## config.mk

```make
export PLATFORM = sky130hd
export DESIGN_NAME = alarm_ring_ctrl_flat
export DESIGN_NICKNAME = d
export VERILOG_FILES = /design/src/rtl/alarm_ring_if.sv /design/src/rtl/alarm_ring_ctrl.sv /design/src/flat_wrapper.sv
export SDC_FILE = /design/constraint.sdc
export NUM_CORES = 1
export LEC_CHECK = 0
export BUFFER_PORTS_ARGS = -buffer_cell sky130_fd_sc_hd__clkbuf_2
export CAP_MARGIN = 20
export CORE_ASPECT_RATIO = 1.25
export CORE_MARGIN = 2
export CORE_UTILIZATION = 55
export DETAILED_ROUTE_END_ITERATION = 12
export GPL_TIMING_DRIVEN = 0
export PLACE_DENSITY = 0.77
export SLEW_MARGIN = 20
export SYNTH_ARGS = -nofsm -noshare
export SYNTH_HDL_FRONTEND = slang
export SYNTH_SLANG_ARGS = --single-unit
export TNS_END_PERCENT = 10
```

## constraint.sdc

```tcl
create_clock -name clk -period 3.7 [get_ports clk]
set_clock_uncertainty 0.1 [all_clocks]
set_input_delay 0.185 -clock clk [delete_from_list [all_inputs] [get_ports clk]]
set_output_delay 0.185 -clock clk [all_outputs]
set_load 0.005 [all_outputs]
```

## src/rtl/alarm_ring_if.sv

```systemverilog
// alarm_ring_if: bundles the alarm controller's time, alarm, key and buzzer
// signals so the controller and its driver share one connection.
//   master : drives time/alarm/key inputs, observes buzzer status
//   slave  : the alarm_ring_ctrl side
// Signals:
//   sec_tick          1-cycle pulse per second
//   cur_hour/min/sec  running time, binary
//   alm_hour/min      stored alarm time, binary
//   alm_en            alarm armed
//   mode_ring_ad      alarm-adjust mode, inhibits new rings
//   key_stop_flag     debounced stop press pulse
//   key_snooze_flag   debounced snooze press pulse
//   buzzer, ringing, snoozing, snooze_num  registered controller status
interface alarm_ring_if;
  logic       sec_tick;
  logic [4:0] cur_hour;
  logic [5:0] cur_min;
  logic [5:0] cur_sec;
  logic [4:0] alm_hour;
  logic [5:0] alm_min;
  logic       alm_en;
  logic       mode_ring_ad;
  logic       key_stop_flag;
  logic       key_snooze_flag;
  logic       buzzer;
  logic       ringing;
  logic       snoozing;
  logic [1:0] snooze_num;

  modport master (
    output sec_tick, cur_hour, cur_min, cur_sec, alm_hour, alm_min,
           alm_en, mode_ring_ad, key_stop_flag, key_snooze_flag,
    input  buzzer, ringing, snoozing, snooze_num
  );

  modport slave (
    input  sec_tick, cur_hour, cur_min, cur_sec, alm_hour, alm_min,
           alm_en, mode_ring_ad, key_stop_flag, key_snooze_flag,
    output buzzer, ringing, snoozing, snooze_num
  );
endinterface

```

## src/rtl/alarm_ring_ctrl.sv

```systemverilog
// alarm_ring_ctrl: alarm scheduler. Detects the alarm minute, then walks the
// buzzer through RING (toggling tone, auto-stop after RING_SECS), SNOOZE
// (silent for SNOOZE_SECS, at most MAX_SNOOZE times) and back to IDLE.
// Ports:
//   clk    system clock
//   rst_n  asynchronous active-low reset
//   bus    alarm_ring_if.slave: time/alarm/key inputs, registered
//          buzzer/ringing/snoozing/snooze_num outputs
module alarm_ring_ctrl #(
  parameter int HALF_CYC    = 25_000_000,
  parameter int RING_SECS   = 60,
  parameter int SNOOZE_SECS = 300,
  parameter int MAX_SNOOZE  = 3
) (
  input  logic         clk,
  input  logic         rst_n,
  alarm_ring_if.slave  bus
);

  localparam int HW = $clog2(HALF_CYC + 1);
  localparam int RW = $clog2(RING_SECS + 1);
  localparam int SW = $clog2(SNOOZE_SECS + 1);

  typedef enum logic [1:0] {IDLE, RING, SNOOZE} state_e;

  state_e          state_q, state_d;
  logic            buzzer_q, buzzer_d;
  logic            ringing_q, ringing_d;
  logic            snoozing_q, snoozing_d;
  logic [1:0]      num_q, num_d;
  logic [HW-1:0]   half_q, half_d;
  logic [RW-1:0]   ring_sec_q, ring_sec_d;
  logic [SW-1:0]   snz_left_q, snz_left_d;
  logic            eq, eq_q, trigger;

  // Rising edge of the match gives exactly one trigger per matching minute.
  assign eq      = (bus.cur_hour == bus.alm_hour) && (bus.cur_min == bus.alm_min) &&
                   (bus.cur_sec == 6'd0);
  assign trigger = eq && !eq_q && bus.alm_en && !bus.mode_ring_ad;

  always_comb begin
    state_d    = state_q;
    buzzer_d   = buzzer_q;
    num_d      = num_q;
    half_d     = half_q;
    ring_sec_d = ring_sec_q;
    snz_left_d = snz_left_q;

    case (state_q)
      IDLE: begin
        if (trigger) begin
          state_d    = RING;
          num_d      = 2'd0;
          ring_sec_d = '0;
          half_d     = '0;
          buzzer_d   = 1'b1;
        end
      end
      RING: begin
        if (half_q == HW'(HALF_CYC - 1)) begin
          half_d   = '0;
          buzzer_d = ~buzzer_q;
        end else begin
          half_d = half_q + 1'b1;
        end
        if (bus.sec_tick) ring_sec_d = ring_sec_q + 1'b1;
        // stop beats timeout beats snooze
        if (bus.key_stop_flag) begin
          state_d = IDLE;
        end else if (bus.sec_tick && ring_sec_q == RW'(RING_SECS - 1)) begin
          state_d = IDLE;
        end else if (bus.key_snooze_flag && num_q < 2'(MAX_SNOOZE)) begin
          state_d    = SNOOZE;
          num_d      = num_q + 2'd1;
          snz_left_d = SW'(SNOOZE_SECS);
        end
      end
      SNOOZE: begin
        if (bus.sec_tick) snz_left_d = snz_left_q - 1'b1;
        if (bus.key_stop_flag) begin
          state_d = IDLE;
        end else if (bus.sec_tick && snz_left_q == SW'(1)) begin
          state_d    = RING;
          ring_sec_d = '0;
          half_d     = '0;
          buzzer_d   = 1'b1;
        end
      end
      default: state_d = IDLE;
    endcase

    // Disarming overrides everything else.
    if (!bus.alm_en) state_d = IDLE;

    // Tone only sounds while ringing; this also silences on entry to IDLE/SNOOZE.
    if (state_d != RING) buzzer_d = 1'b0;
    ringing_d  = (state_d == RING);
    snoozing_d = (state_d == SNOOZE);
  end

  always_ff @(posedge clk or negedge rst_n) begin
    if (!rst_n) begin
      state_q    <= IDLE;
      buzzer_q   <= 1'b0;
      ringing_q  <= 1'b0;
      snoozing_q <= 1'b0;
      num_q      <= 2'd0;
      half_q     <= '0;
      ring_sec_q <= '0;
      snz_left_q <= '0;
      eq_q       <= 1'b0;
    end else begin
      state_q    <= state_d;
      buzzer_q   <= buzzer_d;
      ringing_q  <= ringing_d;
      snoozing_q <= snoozing_d;
      num_q      <= num_d;
      half_q     <= half_d;
      ring_sec_q <= ring_sec_d;
      snz_left_q <= snz_left_d;
      eq_q       <= eq;
    end
  end

  assign bus.buzzer     = buzzer_q;
  assign bus.ringing    = ringing_q;
  assign bus.snoozing   = snoozing_q;
  assign bus.snooze_num = num_q;

endmodule
```

## src/flat_wrapper.sv

```systemverilog
// flat-port wrapper written by rule: the top's interface ports become plain ports
module alarm_ring_ctrl_flat 
#(
  parameter int HALF_CYC    = 25_000_000,
  parameter int RING_SECS   = 60,
  parameter int SNOOZE_SECS = 300,
  parameter int MAX_SNOOZE  = 3
)
  (clk, rst_n, bus_sec_tick, bus_cur_hour, bus_cur_min, bus_cur_sec, bus_alm_hour, bus_alm_min, bus_alm_en, bus_mode_ring_ad, bus_key_stop_flag, bus_key_snooze_flag, bus_buzzer, bus_ringing, bus_snoozing, bus_snooze_num);
  alarm_ring_if bus_i ();
  input  logic clk;
  input  logic rst_n;
  input wire logic [$bits(bus_i.sec_tick)-1:0] bus_sec_tick;
  input wire logic [$bits(bus_i.cur_hour)-1:0] bus_cur_hour;
  input wire logic [$bits(bus_i.cur_min)-1:0] bus_cur_min;
  input wire logic [$bits(bus_i.cur_sec)-1:0] bus_cur_sec;
  input wire logic [$bits(bus_i.alm_hour)-1:0] bus_alm_hour;
  input wire logic [$bits(bus_i.alm_min)-1:0] bus_alm_min;
  input wire logic [$bits(bus_i.alm_en)-1:0] bus_alm_en;
  input wire logic [$bits(bus_i.mode_ring_ad)-1:0] bus_mode_ring_ad;
  input wire logic [$bits(bus_i.key_stop_flag)-1:0] bus_key_stop_flag;
  input wire logic [$bits(bus_i.key_snooze_flag)-1:0] bus_key_snooze_flag;
  output wire logic [$bits(bus_i.buzzer)-1:0] bus_buzzer;
  output wire logic [$bits(bus_i.ringing)-1:0] bus_ringing;
  output wire logic [$bits(bus_i.snoozing)-1:0] bus_snoozing;
  output wire logic [$bits(bus_i.snooze_num)-1:0] bus_snooze_num;
  assign bus_i.sec_tick = bus_sec_tick;
  assign bus_i.cur_hour = bus_cur_hour;
  assign bus_i.cur_min = bus_cur_min;
  assign bus_i.cur_sec = bus_cur_sec;
  assign bus_i.alm_hour = bus_alm_hour;
  assign bus_i.alm_min = bus_alm_min;
  assign bus_i.alm_en = bus_alm_en;
  assign bus_i.mode_ring_ad = bus_mode_ring_ad;
  assign bus_i.key_stop_flag = bus_key_stop_flag;
  assign bus_i.key_snooze_flag = bus_key_snooze_flag;
  assign bus_buzzer = bus_i.buzzer;
  assign bus_ringing = bus_i.ringing;
  assign bus_snoozing = bus_i.snoozing;
  assign bus_snooze_num = bus_i.snooze_num;
  alarm_ring_ctrl #(.HALF_CYC(HALF_CYC), .RING_SECS(RING_SECS), .SNOOZE_SECS(SNOOZE_SECS), .MAX_SNOOZE(MAX_SNOOZE)) u_core (.clk(clk), .rst_n(rst_n), .bus(bus_i));
endmodule
```

Word-level counts from Yosys, hierarchy flattened
Index checks and enable logic that the tools add are counted.
- reduce and logical (&&, ||, !) cells: 21
- $add $sub $neg: 4
- $lt $le $gt $ge: 1
- eq/ne operators: 22
- multiplexer cells: 34
- bitwise gates (word level): 1
- operators with widths (operator ; number):
    $mux W25 ; 4
    $pmux W25 S3 ; 1
    $mux W9 ; 4
    $add A25 B1 Y25 const B ; 1
    $eq A25 B25 Y1 const B ; 1
    $mux W6 ; 4
    $mux W2 ; 11
    $reduce_and A5 Y1 ; 4
    $pmux W6 S3 ; 1
    $pmux W9 S2 ; 1
    $ne A2 B2 Y1 const B ; 5
    $eq A9 B1 Y1 const B ; 1
    $ne A3 B1 Y1 const B ; 3
    $sub A9 B1 Y9 const B ; 1
    $logic_and A1 B1 Y1 ; 8
    $ne A2 B1 Y1 const B ; 4
    $add A6 B1 Y6 const B ; 1
    $eq A6 B6 Y1 ; 1
    $eq A6 B6 Y1 const B ; 1
    $logic_not A6 Y1 ; 1
    $pmux W2 S3 ; 1
    $eq A5 B5 Y1 ; 1
    $mux W1 ; 5
    $eq A2 B1 Y1 const B ; 2
    13 further kinds ; 16
- logic and storage cells: 92
- output and inout bits: 5
- input bits: 35
- flip-flop bits (word level): 48

Depth between registers and ports, before layout
Gate-level depths: netlist of run 1.
- depth in word-level cells: 12
- depth in mapped cells: 8
- depth with buffers taken out: 8

Worst setup path after synthesis of run 1
OpenSTA, ideal clock, no wires.
- path type: in2reg
- start point: input port bus_cur_sec[0]
- end point: register u_core.ring_sec_q[3]
- path buffers: 1
- data arrival time: 1.891 ns
- cell stages on the path: 7
- library setup time: 0.132 ns
- data required time: 3.468 ns
- slack: 1.577 ns
- cells stage by stage: nor4_1 > nand2_1 > or4_4 > o31a_1 > buf_6 > o31ai_1 > o31ai_1
- longest elaborated chain between the ends: 7
- ends and longest elaborated chain (element ; line ; text):
    start: declaration ; flat_wrapper.sv:16 ; input wire logic [$bits(bus_i.cur_sec)-1:0] bus_cur_sec;
    $logic_not A6 Y1 ; alarm_ring_ctrl.sv:38 ; (bus.cur_sec == 6'd0);
    $logic_and A1 B1 Y1 ; alarm_ring_ctrl.sv:37 ; assign eq = (bus.cur_hour == bus.alm_hour) && (bus.cur_min == bus.alm_min) &&
    $logic_and A1 B1 Y1 (3 in series) ; alarm_ring_ctrl.sv:39 ; assign trigger = eq && !eq_q && bus.alm_en && !bus.mode_ring_ad;
    $ne A2 B1 Y1 (no source line) ; n/a ;
    $reduce_and A5 Y1 (no source line) ; n/a ;
    end signal: assignment ; alarm_ring_ctrl.sv:119 ; ring_sec_q <= ring_sec_d;
    end: declaration ; alarm_ring_ctrl.sv:32 ; logic [RW-1:0] ring_sec_q, ring_sec_d;
No other way between the ends.
A chain may end at the register's enable or synchronous reset.

Worst setup path after layout of run 1
- start point: register u_core.half_q[0]
- end point: register u_core.half_q[23]
- longest elaborated chain between the ends: 3
- elaborated cells on any way between the ends: 4
- those cells by class: 1 x add/sub; 1 x eq/ne; 2 x mux
- ends and longest elaborated chain (element ; line ; text):
    start: declaration ; alarm_ring_ctrl.sv:31 ; logic [HW-1:0] half_q, half_d;
    start signal: assignment ; alarm_ring_ctrl.sv:118 ; half_q <= half_d;
    $add A25 B1 Y25 / $eq A25 B25 Y1 (equally long branches) ; alarm_ring_ctrl.sv:64, alarm_ring_ctrl.sv:60 ;
    $mux W25 * ; alarm_ring_ctrl.sv:60 ; if (half_q == HW'(HALF_CYC - 1)) begin
    $pmux W25 S3 * ; alarm_ring_ctrl.sv:49 ; case (state_q)
Mark *: on every way between the ends. The rest lies on a longest branch, timed or not.

==> results.sh, run 1 <==
export IMPL_status="finished clean"
export IMPL_path_clk_slew_ns=0.09
export IMPL_crit_slowest_cell="clkbuf_1"
export IMPL_pin_count=40
export IMPL_hold_viol_final=0
export IMPL_num_antenna_cells=0
export IMPL_rows=29
export IMPL_dr_pass1_iters=4
export IMPL_worst_slew_pin_slew_ns=0.837
export IMPL_fin_crit_ns=2.60
export IMPL_multi_input_area_mm2=0.00151
export IMPL_yosysSeqAreaShare=0.424
export IMPL_track_usage=0.245
export IMPL_arrival_ns=2.72
export IMPL_synthDistinctLibCells=52
export IMPL_holdPathEnd="u_core.state_q[1]$_DFF_PN0_"
export IMPL_synthFlopType="dfrtp_1"
export IMPL_dieHeight_um=84.2
export IMPL_synthesis_nets=362
export IMPL_finalNetCount=409
export IMPL_start_util=0.565
export IMPL_drv_cap=0
export IMPL_h_tree_depth=2
export IMPL_ff2ff_path_depth=8
export IMPL_core_area_mm2=0.00501
export IMPL_drtAntennaViolNets=0
export IMPL_report_final_slew_viol_count=0
export IMPL_cts_sinks=48
export IMPL_setup_viol=0
export IMPL_grt_ovfl_total=0
export IMPL_power_density_mw_per_mm2=279
export IMPL_cp_max_fo=10
export IMPL_required_ns=3.82
export IMPL_slew_headroom=0.437
export IMPL_port_buffers=39
export IMPL_seq_area_mm2=0.00120
export IMPL_r2r_setup_slack_ns=1.10
export IMPL_fin_ws_ns=1.10
export IMPL_grt_pass1_vias=2554
export IMPL_dieArea_mm2=0.00574
export IMPL_die_x_um=68.2
export IMPL_wl_per_cell_um=15.1
export IMPL_syn_inst=322
export IMPL_p_leak_nw=1.41
export IMPL_finalSetupTns_ns=0
export IMPL_synth_seq_cells=48
export IMPL_hold_class="primary input to flop"
export IMPL_numCtsBuffers=5
export IMPL_hp_start="bus_key_stop_flag"
export IMPL_dp_final_hpwl_mm=4.68
export IMPL_cp_start_kind="flop"
export IMPL_synth_edff_count=0
export IMPL_max_freq_mhz=384
export IMPL_grt_max_degree=49
export IMPL_reg2reg_from="u_core.half_q[0]$_DFFE_PN0P_"
export IMPL_cts_tree="built"
export IMPL_fin_crit_sh=0.703
export IMPL_rsz0062_at_grt="false"
export IMPL_viasPerCell=6.12
export IMPL_r2r_end="u_core.half_q[23]$_DFFE_PN0P_"
export IMPL_ctsLongestPathBuffers=2
export IMPL_p_total_w=0.000896
export IMPL_synth_area_mm2=0.00283
export IMPL_cts_root_buf="clkbuf_8"
export IMPL_routed_wl_mm=6.52
export IMPL_clk_latency_ns=0.30
export IMPL_synthDominantCellAreaShare=0.424
export IMPL_post_cts_resized=0
export IMPL_pre_cts_slack_ns=1.18
export IMPL_gp_congestion=0.860
export IMPL_synthArstFlopShare=1.00
export IMPL_post_cts_buffers=0
export IMPL_end_kind="flop"
export IMPL_layout_common_cells="48 x dfrtp_1, 38 x clkbuf_2, 31 x nand2_1"
export IMPL_fillers=420
export IMPL_synth_area_per_cell_um2=8.79
export IMPL_drtIter0Drc=186
export IMPL_yosysWarnings=0
export IMPL_slowest_delay_ns=0.43
export IMPL_vias=2645
export IMPL_synthTopCellsByArea="dfrtp_1 42%, a31oi_1 4.6%, o21ai_0 4.2%, nand2_1 4.1%, nor2_1 3.7%"
export IMPL_ir_drop_v=0.000160
export IMPL_drc=0
export IMPL_antenna_found_initial=0
export IMPL_syn2layout_area_growth_pct=13.3
export IMPL_crit_chain="ha_1, and4_1, nand4_1, nor4_1, nor2_1, clkbuf_1, o21ai_0, a31oi_1"
export IMPL_grt_pass1_wl_mm=11.1
export IMPL_timing_setup_critical_path_class="flop to flop"
export IMPL_holdPathStages=2
export IMPL_mostFrequentLayoutCell="dfrtp_1"
export IMPL_layout_drive_gt1_share=0.149
export IMPL_yosysTopAreaCell="dfrtp_1"
state kept, by name, summed over array words and instances, names as in the netlist:
register,count
u_core.bus.buzzer,1
u_core.ring_sec_q,6
u_core.eq_q,1
u_core.bus.snooze_num,2
u_core.state_q,2
u_core.bus.snoozing,1
u_core.snz_left_q,9
u_core.bus.ringing,1
u_core.half_q,25
metrics by stage:
step	cell area, µm²	cells	hold WS (ns)	util
6_report	3210	432	0.0435	0.640
5_1_grt	3210	432	0.0405	0.640
4_1_cts	3210	432	0.0283	0.640
3_5_place_dp	3110	423	0.188	0.620
3_3_place_gp	3100	423	0.335	0.620
2_1_floorplan	2830	322	-0.211	-
layout make-up:
class | count | area share
multi-input combinational | 246 | 0.472
sequential | 48 | 0.375
timing repair buffer | 40 | 0.0648
clock buffer | 8 | 0.0281
tap | 62 | 0.0242
buffer | 14 | 0.0203
inverter | 14 | 0.0164
kinds of logic (layout without fill, tap and decap cells):
kind of cell               after synthesis  in the layout  synth area share
AOI/OAI and AO/OA                       86             86             0.205
xor gates and xnor gates                14             14            0.0433
adders and majority gates                5              5            0.0221
buffers and inverters                   28             76            0.0415
DFF                                     48             48             0.424
and+or+nand+nor                        141            141             0.264
layer usage:
metal	up-vias	part of all wire	global-route usage
li1	1291	-	-
met1	1237	0.42	0.306
met2	103	0.50	0.405
met3	14	0.057	0.0442
met4	0	0.019	0.109
met5	-	0	0
worst max path at each step:
stage	from	end	slack (ns)	cells after the start
CTS	u_core.half_q[0]$_DFFE_PN0P_	u_core.half_q[18]$_DFFE_PN0P_	1.16	8
floorplan	bus_cur_sec[0]	u_core.ring_sec_q[3]$_DFFE_PN0P_	1.58	7
global placement	u_core.half_q[0]$_DFFE_PN0P_	u_core.half_q[18]$_DFFE_PN0P_	1.23	8
finish	u_core.half_q[0]$_DFFE_PN0P_	u_core.half_q[23]$_DFFE_PN0P_	1.10	8
detailed placement	u_core.half_q[0]$_DFFE_PN0P_	u_core.half_q[9]$_DFFE_PN0P_	1.18	8
global route	u_core.snz_left_q[1]$_DFFE_PN0P_	u_core.ring_sec_q[5]$_DFFE_PN0P_	0.94	8
synth_stat cells, drive strengths merged, types with 5 or more instances:
cell type,number
a21oi,12
nor3,11
nor2,29
or3,5
nand2,31
ha,5
clkbuf,10
and2,6
dfrtp,48
nand3,17
o31ai,9
xnor2,10
o21ai,26
a31oi,21
inv,14
nor4,7
nand4,10
where the power goes:
| part | internal (W) | switching, W | leakage, nW |
|---|---|---|---|
| clock | 0.000153 | 0.000167 | 0.0455 |
| combinational | 0.0000247 | 0.0000271 | 0.834 |
| sequential | 0.000524 | 0.000000216 | 0.535 |
| total | 0.000702 | 0.000194 | 1.41 |
worst max-delay path, delay by kind of cell, from the launching register on:
family | cells | cell delay (ns)
and+or+nand+nor | 4 | 0.92
DFF | 1 | 0.41
adders and majority gates | 1 | 0.27
AOI/OAI and AO/OA | 2 | 0.40
buffers and inverters | 1 | 0.43
timing repair:
| item | 4_1_cts | 5_1_grt |
|---|---|---|
| hold endpoints to repair | 48 | 0 |
| hold buffers | 1 | 0 |
| endpoints found under the setup margin | 0 | 0 |
Power figures use the tool's default switching activity.
==> run 2, diff against run 1 <==
==> constraint.sdc (replaced) <==
create_clock -name clk -period 2.48 [get_ports clk]
set_clock_uncertainty 0.1 [all_clocks]
set_input_delay 0.124 -clock clk [delete_from_list [all_inputs] [get_ports clk]]
set_output_delay 0.124 -clock clk [all_outputs]
set_load 0.005 [all_outputs]
==> run 2 against run 1 <==
  * Clock-buffer cell count did not move
  * Power increased by 50%
  * Sequential share of layout area down 0.97 points
  * Flip-flop and latch count stayed put
  * Combinational power grew 52%
  * Highest routed layer unchanged
  * Worst setup slack lost 1.0 ns
  * Largest cell class unchanged
==> results.sh, run 2 (synthesized netlist as in run 1, its figures left out) <==
export IMPL_p_seq_frac=0.583
export IMPL_reg2reg_from="u_core.half_q[0]$_DFFE_PN0P_"
export IMPL_grt_pass1_vias=2550
export IMPL_max_freq_mhz=413
export IMPL_num_antenna_cells=0
export IMPL_fin_crit_sh=0.977
export IMPL_cts_tree="built"
export IMPL_p_sw_w=0.000295
export IMPL_dieArea_mm2=0.00574
export IMPL_worst_slew_pin_slew_ns=0.653
export IMPL_hold_class="primary input to flop"
export IMPL_port_buffers=39
export IMPL_layout_drive_gt1_share=0.188
export IMPL_status="finished clean"
export IMPL_cp_start_kind="flop"
export IMPL_holdPathStages=4
export IMPL_arrival_ns=2.48
export IMPL_largest_reg_flops=25
export IMPL_drtAntennaViolNets=0
export IMPL_power_frac_comb=0.059
export IMPL_hold_slack_ns=0.0662
export IMPL_hold_viol_final=0
export IMPL_top_regs="u_core.half_q (25), u_core.snz_left_q (9), u_core.ring_sec_q (6)"
export IMPL_grt_pass1_wl_mm=11.1
export IMPL_grt_max_degree=49
export IMPL_clk_latency_ns=0.30
export IMPL_r2r_setup_slack_ns=0.06
export IMPL_dieHeight_um=84.2
export IMPL_antenna_found_initial=0
export IMPL_start_util=0.565
export IMPL_die_x_um=68.2
export IMPL_cts_root_buf="clkbuf_8"
export IMPL_fin_crit_ns=2.42
export IMPL_timing_setup_critical_path_class="flop to flop"
export IMPL_rows=29
export IMPL_rsz0062_at_grt="true"
export IMPL_syn2layout_area_growth_pct=16.3
export IMPL_slew_headroom=0.564
export IMPL_power_density_mw_per_mm2=408
export IMPL_drtIter0Drc=253
export IMPL_fillers=415
export IMPL_viasPerCell=6.23
export IMPL_finalSetupTns_ns=0
export IMPL_p_clk_frac=0.358
export IMPL_crit_chain="ha_2, and4_4, nand4_1, o41ai_4, buf_4, a31oi_1, o31ai_1, o21ai_0"
export IMPL_finalNetCount=412
export IMPL_p_int_w=0.00105
export IMPL_setup_viol=0
export IMPL_cts_sinks=48
export IMPL_vias=2710
export IMPL_gp_congestion=0.860
export IMPL_end_kind="flop"
export IMPL_ff2ff_path_depth=8
export IMPL_report_final_slew_viol_count=0
export IMPL_grt_ovfl_total=0
export IMPL_pin_count=40
export IMPL_track_usage=0.246
export IMPL_cp_max_fo=6
export IMPL_core_area_mm2=0.00501
export IMPL_ir_drop_v=0.000239
export IMPL_r2r_end="u_core.half_q[20]$_DFFE_PN0P_"
export IMPL_layout_common_cells="48 x dfrtp_1, 42 x clkbuf_2, 31 x nand2_1"
export IMPL_h_tree_depth=2
export IMPL_numCtsBuffers=5
export IMPL_drv_cap=0
export IMPL_netSwitchingFraction=0.219
export IMPL_hp_start="bus_cur_hour[4]"
export IMPL_mostFrequentLayoutCell="dfrtp_1"
export IMPL_dr_pass1_iters=5
export IMPL_dp_final_hpwl_mm=4.68
export IMPL_p_leak_nw=1.45
export IMPL_wl_per_cell_um=15.4
export IMPL_holdPathEnd="u_core.eq_q$_DFF_PN0_"
export IMPL_ctsLongestPathBuffers=2
export IMPL_crit_slowest_cell="o41ai_4"
export IMPL_regMostFlops="u_core.half_q"
export IMPL_required_ns=2.54
export IMPL_routed_wl_mm=6.69
export IMPL_drc=0
export IMPL_critical_path_top_delay_family="compound AO/OA/AOI/OAI gates"
export IMPL_critPathBufInv=1
export IMPL_slowest_delay_ns=0.52
export IMPL_path_clk_slew_ns=0.09
-- run 2: timing repair --
| action | in CTS | in global routing |
|---|---|---|
| hold endpoints to repair | 50 | 0 |
| setup buffers | 0 | 3 |
| setup endpoints to repair | 16 | 23 |
| hold buffers | 2 | 0 |
| gates resized for setup | 4 | 13 |
| pin swaps | 1 | 2 |
-- run 2: cell type report --
class,instances,area [µm²],area share
Multi-Input combinational cell,246,1560,0.474
Sequential cell,48,1200,0.365
Timing Repair Buffer,44,240,0.0730
Clock buffer,8,90.1,0.0274
Tap cell,62,77.6,0.0236
Buffer,13,68.8,0.0209
Inverter,14,52.6,0.0160
-- run 2: per-stage QoR --
step                 util  cell area (µm²)  instances  worst slack, ns  total power (W)
finish              0.657             3290        435           0.0575          0.00134
global route        0.657             3290        435          -0.0603          0.00139
CTS                 0.645             3230        433           0.0118          0.00135
detailed placement  0.620             3110        423          -0.0415         0.000876
global placement    0.620             3100        423          0.00604         0.000874
floorplan               -             2830        322            0.361         0.000826
-- run 2: worst max-delay path by stage --
stage	slack [ns]	end	startpoint	depth (start not counted)
finish	0.06	u_core.half_q[20]$_DFFE_PN0P_	u_core.half_q[0]$_DFFE_PN0P_	8
global placement	0.006	u_core.half_q[18]$_DFFE_PN0P_	u_core.half_q[0]$_DFFE_PN0P_	8
CTS	0.01	u_core.half_q[21]$_DFFE_PN0P_	u_core.half_q[0]$_DFFE_PN0P_	8
global route	-0.06	u_core.half_q[20]$_DFFE_PN0P_	u_core.half_q[15]$_DFFE_PN0P_	7
detailed placement	-0.04	u_core.half_q[9]$_DFFE_PN0P_	u_core.half_q[0]$_DFFE_PN0P_	8
floorplan	0.36	u_core.half_q[22]$_DFFE_PN0P_	u_core.half_q[7]$_DFFE_PN0P_	8
-- run 2: power groups by stage --
stage	Combinational, W	Clock, W	Sequential, W
CTS	0.0000807	0.000491	0.000782
global placement	0.0000756	0	0.000798
floorplan	0.0000279	0	0.000798
finish	0.0000788	0.000481	0.000783
detailed placement	0.0000779	0	0.000798
global route	0.0000900	0.000521	0.000783
-- run 2: worst reg2reg max path: cells and delay by family, from the launching register on --
kind / cells / cell delay, ns
flip-flops: 1 / 0.39
AND/OR/NAND/NOR: 2 / 0.47
buffers and inverters: 1 / 0.20
adder cells (fa/ha/maj): 1 / 0.25
AO/OA/AOI/OAI: 4 / 0.87
-- run 2: routing by layer --
| layer | wire (µm) | global-route usage |
|---|---|---|
| met4 | 165 | 0.111 |
| met1 | 2780 | 0.306 |
| met3 | 378 | 0.0442 |
| met5 | 0 | 0 |
| met2 | 3370 | 0.406 |
